[src/rtl/cordic_gain_comp.sv]
// Multi-channel gain-compensation scaler for CORDIC x/y outputs.
// Each packed signed channel is multiplied by a runtime-loadable coefficient.
// The product is optionally rounded, saturated symmetrically and sent through
// a LATENCY-deep stallable pipeline together with its side-band code.
module cordic_gain_comp #(
    parameter int WIDTH      = 16,
    parameter int FRAC_BITS  = 12,
    parameter int COEF_WIDTH = 16,
    parameter int NCH        = 2,
    parameter int LATENCY    = 4,
    parameter int CODE_WIDTH = 8,
    parameter int GAIN_RESET = 2488
) (
    input  logic                    clock,
    input  logic                    reset,
    input  logic [NCH*WIDTH-1:0]    in_data,
    input  logic [CODE_WIDTH-1:0]   in_code,
    input  logic                    in_valid,
    output logic                    in_ready,
    output logic [NCH*WIDTH-1:0]    out_data,
    output logic [CODE_WIDTH-1:0]   out_code,
    output logic [NCH-1:0]          out_sat,
    output logic                    out_valid,
    input  logic                    out_ready,
    input  logic [COEF_WIDTH-1:0]   gain_in,
    input  logic                    gain_load,
    input  logic                    round_en,
    output logic                    sat_sticky,
    input  logic                    sat_clear
);

    // Full-precision product width; a WIDTH x COEF_WIDTH signed product
    // plus the rounding constant always fits in this many bits.
    localparam int PW = WIDTH + COEF_WIDTH;

    localparam logic signed [PW-1:0] MAX_V   = {{(COEF_WIDTH+1){1'b0}}, {(WIDTH-1){1'b1}}};
    localparam logic signed [PW-1:0] MIN_V   = {{(COEF_WIDTH+1){1'b1}}, {(WIDTH-1){1'b0}}};
    localparam logic signed [PW-1:0] ROUND_C = PW'(1) << (FRAC_BITS-1);

    logic signed [COEF_WIDTH-1:0] coef_reg;
    logic                         sat_sticky_reg;
    logic                         stall;
    logic                         advance;

    logic [NCH*WIDTH-1:0]         stage_in_data;
    logic [NCH-1:0]               stage_in_sat;

    logic                         valid_reg [LATENCY];
    logic [NCH*WIDTH-1:0]         data_reg  [LATENCY];
    logic [CODE_WIDTH-1:0]        code_reg  [LATENCY];
    logic [NCH-1:0]               sat_reg   [LATENCY];

    // The whole pipeline freezes only when the last stage holds data that
    // downstream refuses; otherwise every stage moves forward one step.
    assign stall    = valid_reg[LATENCY-1] & ~out_ready;
    assign advance  = ~stall;
    assign in_ready = ~stall;

    // Coefficient register: a load takes effect at the edge, so a sample
    // accepted in the same cycle still sees the previous value.
    always_ff @(posedge clock) begin
        if (reset) begin
            coef_reg <= COEF_WIDTH'(GAIN_RESET);
        end else if (gain_load) begin
            coef_reg <= gain_in;
        end
    end

    // Per-channel multiply, optional round-half-up, floor shift, clamp.
    generate
        for (genvar gi = 0; gi < NCH; gi++) begin : g_chan
            logic signed [PW-1:0] samp_ext;
            logic signed [PW-1:0] coef_ext;
            logic signed [PW-1:0] prod;
            logic signed [PW-1:0] prod_rnd;
            logic signed [PW-1:0] shifted;
            logic                 sat_hi;
            logic                 sat_lo;

            assign samp_ext = {{COEF_WIDTH{in_data[gi*WIDTH+WIDTH-1]}}, in_data[gi*WIDTH +: WIDTH]};
            assign coef_ext = {{WIDTH{coef_reg[COEF_WIDTH-1]}}, coef_reg};
            assign prod     = samp_ext * coef_ext;
            assign prod_rnd = round_en ? (prod + ROUND_C) : prod;
            assign shifted  = prod_rnd >>> FRAC_BITS;
            assign sat_hi   = (shifted > MAX_V);
            assign sat_lo   = (shifted < MIN_V);

            assign stage_in_data[gi*WIDTH +: WIDTH] = sat_hi ? MAX_V[WIDTH-1:0] :
                                                      sat_lo ? MIN_V[WIDTH-1:0] :
                                                               shifted[WIDTH-1:0];
            assign stage_in_sat[gi] = sat_hi | sat_lo;
        end
    endgenerate

    // Stage 0 captures the freshly scaled sample, or a bubble when no input is offered.
    always_ff @(posedge clock) begin
        if (reset) begin
            valid_reg[0] <= 1'b0;
            data_reg[0]  <= '0;
            code_reg[0]  <= '0;
            sat_reg[0]   <= '0;
        end else if (advance) begin
            valid_reg[0] <= in_valid;
            data_reg[0]  <= stage_in_data;
            code_reg[0]  <= in_code;
            sat_reg[0]   <= stage_in_sat;
        end
    end

    // Remaining stages shift data, code and sat flags in lockstep.
    generate
        for (genvar gi = 1; gi < LATENCY; gi++) begin : g_stage
            // Move stage gi-1 into stage gi whenever the pipeline advances.
            always_ff @(posedge clock) begin
                if (reset) begin
                    valid_reg[gi] <= 1'b0;
                    data_reg[gi]  <= '0;
                    code_reg[gi]  <= '0;
                    sat_reg[gi]   <= '0;
                end else if (advance) begin
                    valid_reg[gi] <= valid_reg[gi-1];
                    data_reg[gi]  <= data_reg[gi-1];
                    code_reg[gi]  <= code_reg[gi-1];
                    sat_reg[gi]   <= sat_reg[gi-1];
                end
            end
        end
    endgenerate

    assign out_valid = valid_reg[LATENCY-1];
    assign out_data  = data_reg[LATENCY-1];
    assign out_code  = code_reg[LATENCY-1];
    assign out_sat   = sat_reg[LATENCY-1];

    // Sticky saturation flag: set by a saturated sample leaving the block; set beats clear.
    always_ff @(posedge clock) begin
        if (reset) begin
            sat_sticky_reg <= 1'b0;
        end else if (out_valid && out_ready && (|out_sat)) begin
            sat_sticky_reg <= 1'b1;
        end else if (sat_clear) begin
            sat_sticky_reg <= 1'b0;
        end
    end

    assign sat_sticky = sat_sticky_reg;

endmodule

[config.mk]
export PLATFORM = sky130hd
export DESIGN_NAME = cordic_gain_comp
export DESIGN_NICKNAME = d
export VERILOG_FILES = /design/src/rtl/cordic_gain_comp.sv
export SDC_FILE = /design/constraint.sdc
export NUM_CORES = 2
export LEC_CHECK = 0
export CORE_MARGIN = 4
export CORE_UTILIZATION = 47
export DETAILED_ROUTE_END_ITERATION = 7
export GPL_ROUTABILITY_DRIVEN = 0
export HOLD_SLACK_MARGIN = 0.15
export PLACE_DENSITY = 0.75
export SLEW_MARGIN = 20
export SYNTH_ARGS = -nofsm -noshare
export SYNTH_HDL_FRONTEND = slang
export SYNTH_SLANG_ARGS = --single-unit
export TNS_END_PERCENT = 20
[constraint.sdc]
create_clock -name clock -period 13.9 [get_ports clock]
set_input_delay 3.475 -clock clock [delete_from_list [all_inputs] [get_ports clock]]
set_output_delay 3.475 -clock clock [all_outputs]
set_load 0.01 [all_outputs]
# Word level (Yosys, flattened, before mapping)
# Memory sizes are Yosys's and may differ from the RTL's.
# Cells that the tools add are included.
# W data, S select, Z words.
# classes
n_addsub	2
mul	2
n_lt_le_gt_ge	4
muxes	29
n_bitwise	21
reduce_logical	4
# op_table
cell	n
$mux W32	6
$add A32 B13 Y32 const B	2
$mul A16 B16 Y32	2
$mux W16	4
$gt A20 B16 Y1 const B	2
$lt A20 B16 Y1 const B	2
$mux W8	4
$or A1 B1 Y1	18
$mux W1	11
$mux W2	4
$logic_and A1 B1 Y1	2
$not A1 Y1	2
$reduce_bool A2 Y1	1
$reduce_or A2 Y1	1
$and A1 B1 Y1	1
# totals
reg_bits	17
ram_bits	172
input_bits	63
output_inout_bits	45
word_cells	68
n_memories	4
# memory_table
name	depth	word_bits	rd	rd_ports_with_merged_regs	wr	line_no	text
data_reg	4	32	4	0	4	49	logic [NCH*WIDTH-1:0] data_reg [LATENCY];
code_reg	4	8	4	0	4	50	logic [CODE_WIDTH-1:0] code_reg [LATENCY];
sat_reg	4	2	4	0	4	51	logic [NCH-1:0] sat_reg [LATENCY];
valid_reg	4	1	4	0	4	48	logic valid_reg [LATENCY];

# Longest topological paths before layout
# logic_depth
depth_word	7
ltp_mapped	30
depth_no_buf	27

# Worst setup path before layout
# No wires, ideal clock.
# synth_timing
kind	input -> register
from	input port in_data[31]
to	memory data_reg[0][29] in the netlist's numbering, data pin
setup_time_ns	0.261
t_arrival_ns	10.489
required_ns	13.639
path_slack_ns	3.150
path_stages	26
path_buffers	3
path_cell_list	clkbuf_1 > nand2_1 > inv_1 > fa_1 > inv_1 > fa_1 > inv_1 > fa_1 > fa_1 > fa_1 > inv_1 > fa_1 > inv_1 > ha_1 > clkbuf_1 > nand4_1 > or3_1 > a211o_1 > a32oi_1 > nand4_1 > or4_4 > o31a_1 > o2111a_2 > o21ai_4 > buf_6 > nor2_2
# synth_lines
element	line_no	text
from (decl)	16	input logic [NCH*WIDTH-1:0] in_data,
to (decl)	49	

==> metrics.md <==
| Metric | Value |
|---|---|
| Layout fillers | 5287 |
| Skew final | 0.02647 ns |
| Starting Density | 0.4743 |
| Status | complete, no violations |
| Final WL | 58920 um |
| Wirelength per Cell | 16.29 um |
| Startpoint types | input port |
| CP required | 14.10 ns |
| Mapped Cells | 2814 |
| Synth Net Count | 3559 |
| Total gr overflow | 0 |
| Max clock buf depth | 2 |
| Mean Syn Cell Area | 9.948 sq um |
| First-pass GRT wire length | 100500 um |
| Crit-path max FO | 16 |
| Synth top area cells | fa_1 (37%), edfxtp_1 (18%), and2_1 (8.3%) |
| CTS Hold Buffers Added | 0 |
| IO Pins | 108 |
| # setup viols final | 0 |
| Yosys top cell by area | fa_1 |
| Final Max Tran Viols | 0 |
| Total track usage | 0.1953 |
| FFs w/ async S/R, synth | 0 |
| CTS tree | done |
| Clock latency on the worst-skew pair | 0.50 ns |
| Std cell rows | 89 |
| TritonCTS buffer count | 17 |
| Max_slew headroom | 0.2961 |
| CP Capture Type | flop |
| Antenna violations before repair | 5 |
| Via count | 18960 |
| Critical setup path kind | in -> reg |
| Unique masters post-synth | 82 |
| Wl on met1 | 26690 um |
| Final HPWL DP | 45720 um |
| Max reg flops | 128 |
| Vias in the first global route | 19742 |
| CTS root buf | clkbuf_16 |
| Number of synthesized flops with an enable pin | 172 |
| Worst min path class | reg -> reg |
| Share of layout cells above drive strength 1 | 0.03028 |
| Die H | 252.1 um |
| Number of I/O port buffers | 107 |
| Clk sinks | 189 |
| Post-CTS setup repair buffer count | 0 |
| Post-layout min period | 11.91 ns |
| Metal3 WL | 3981 um |
| Via density | 5.243 |
| Seq cells post-synth | 189 |
| Remaining DRCs | 0 |
| Synthesis-to-finish area growth | 8.050% |
| Util after Layout | 0.5125 |
| CTS H-Tree Depth | 4 |
| Cts repair resizes | 0 |
| Post-route setup TNS | 0 ns |
| DR pass1 iterations | 6 |
| Arr. time, crit path | 12.11 ns |
| Die footprint | 0.06353 sq mm |
| Die width | 252.1 um |
| Largest net degree at the start of global routing | 87 |
| Post-Syn Area | 0.02799 sq mm |
| Final Hold Fails | 0 |
| Fmax | 83.93 MHz |
| # nets final | 3572 |
| Slew @ Worst Pin | 1.056 ns |
| RSZ-0062 raised after global routing | false |
| Max layer used | met5 |
| Max cap viols | 0 |
| Drt initial violations | 1152 |
| Synth Flop Type | edfxtp_1 |
| Register area share after synthesis | 0.1967 |
| Met2 wire len | 26810 um |
| Placeable Area | 0.05902 sq mm |
| Post-DRT Antenna Nets | 0 |
| Share of the synthesized area in the top cell type | 0.3733 |
| Clk slew on worst S/H paths | 0.10 ns |
| Post-route clock period utilization | 0.8571 |
| Synth Warn # | 0 |
metal layers:
metal,global-route usage,vias to the layer above
met3,0.04505,86
met2,0.3031,513
met1,0.2784,9620
met4,0.05470,6
li1,-,8735
met5,0,-
final cells by class:
cell class | instances | area, sq um | area share
clock buffer | 18 | 429.2 | 0.01419
clock inverter | 14 | 180.2 | 0.005957
antenna | 3 | 7.507 | 0.0002482
tap | 773 | 967.2 | 0.03198
sequential | 189 | 5505 | 0.1820
inverter | 572 | 2147 | 0.07099
multi-input combinational | 1917 | 19770 | 0.6535
timing repair buffer | 130 | 1244 | 0.04112
final timing paths:
check | slack, ns | cells after the start | from | end
hold reg to reg | 0.48 | 2 | sat_sticky | sat_sticky
setup / recovery | 1.99 | 25 | in_data[15] | data_reg[0][3]
setup reg to reg | 5.08 | 22 | coef_reg[15] | data_reg[0][3]
hold / removal | 0.48 | 2 | sat_sticky | sat_sticky
logic make-up (layout without fill, tap and decap cells):
| group | count (synthesis) | count (layout) | share of synthesized area |
|---|---|---|---|
| buffers and inverters | 708 | 734 | 0.09757 |
| DFF | 189 | 189 | 0.1967 |
| and+or+nand+nor | 886 | 886 | 0.1669 |
| AOI/OAI and AO/OA | 252 | 252 | 0.06311 |
| xor gates and xnor gates | 84 | 84 | 0.02628 |
| adders and majority gates | 682 | 682 | 0.4448 |
| muxes | 13 | 13 | 0.004693 |
| other | 0 | 3 | 0 |
critical path, stage by stage:
cell             delay, ns
clkdlybuf4s50_1       0.74
nand2_1               0.28
inv_1                 0.11
fa_1                  0.72
inv_1                 0.11
fa_1                  0.75
inv_1                 0.22
fa_1                  0.52
fa_1                  0.51
fa_1                  0.49
inv_1                 0.05
fa_1                  0.47
inv_1                 0.04
ha_1                  0.41
nand2_1               0.14
nor4b_1               0.39
nand3_1               0.12
nand4_1               0.13
xor2_1                0.22
nand4_1               0.21
nor4_2                0.48
mux2_2                0.42
a2111oi_4             0.46
a211o_1               0.46
o31ai_1               0.16
synth_stat cells (all sizes together) (6+ instances only):
| library cell | count |
|---|---|
| buf | 30 |
| fa | 522 |
| edfxtp | 172 |
| xnor2 | 53 |
| nor4 | 6 |
| a211oi | 16 |
| ha | 160 |
| o31ai | 21 |
| xor2 | 31 |
| and4 | 9 |
| dfxtp | 17 |
| nor2b | 13 |
| o21bai | 6 |
| or2 | 8 |
| a21o | 21 |
| nor3 | 17 |
| a31oi | 8 |
| and2 | 371 |
| nand3 | 21 |
| o21a | 8 |
| a21oi | 73 |
| o21ai | 37 |
| a211o | 12 |
| clkbuf | 106 |
| nand4 | 25 |
| nand2b | 14 |
| and3 | 12 |
| mux2i | 12 |
| nand2 | 301 |
| o211ai | 6 |
| inv | 572 |
| nor2 | 68 |
cell usage in the layout, fill, tap and decap left out, drive strengths merged, types with 6 or more instances in the layout:
master,count
o21a,8
o211ai,6
and4,9
nor3,17
o31ai,21
buf,23
a211oi,16
o21ai,37
edfxtp,172
nand2,301
a21oi,73
ha,160
and2,371
dfxtp,17
clkdlybuf4s50,107
nand2b,14
nand4,25
xor2,31
a31oi,8
o21bai,6
a211o,12
or2,8
clkinv,7
and3,12
nand3,21
nor2,68
inv,577
mux2i,12
nor4,6
clkbuf,18
nor2b,13
a21o,21
fa,522
xnor2,53
through the flow:
step / hold WS, ns / worst slack [ns] / cells / area, sq um
6_report: 0.4839 / 1.986 / 3616 / 30250
4_1_cts: 0.4857 / 2.102 / 3613 / 30240
3_5_place_dp: 0.4717 / 1.603 / 3581 / 29630
2_1_floorplan: 0.4892 / 3.150 / 2814 / 27990
3_3_place_gp: 0.4594 / 1.857 / 3581 / 29630
5_1_grt: 0.5061 / 1.376 / 3613 / 30240
Power is not shown: default switching activity piles up to over one toggle a cycle in this logic, so the estimate is an artifact.
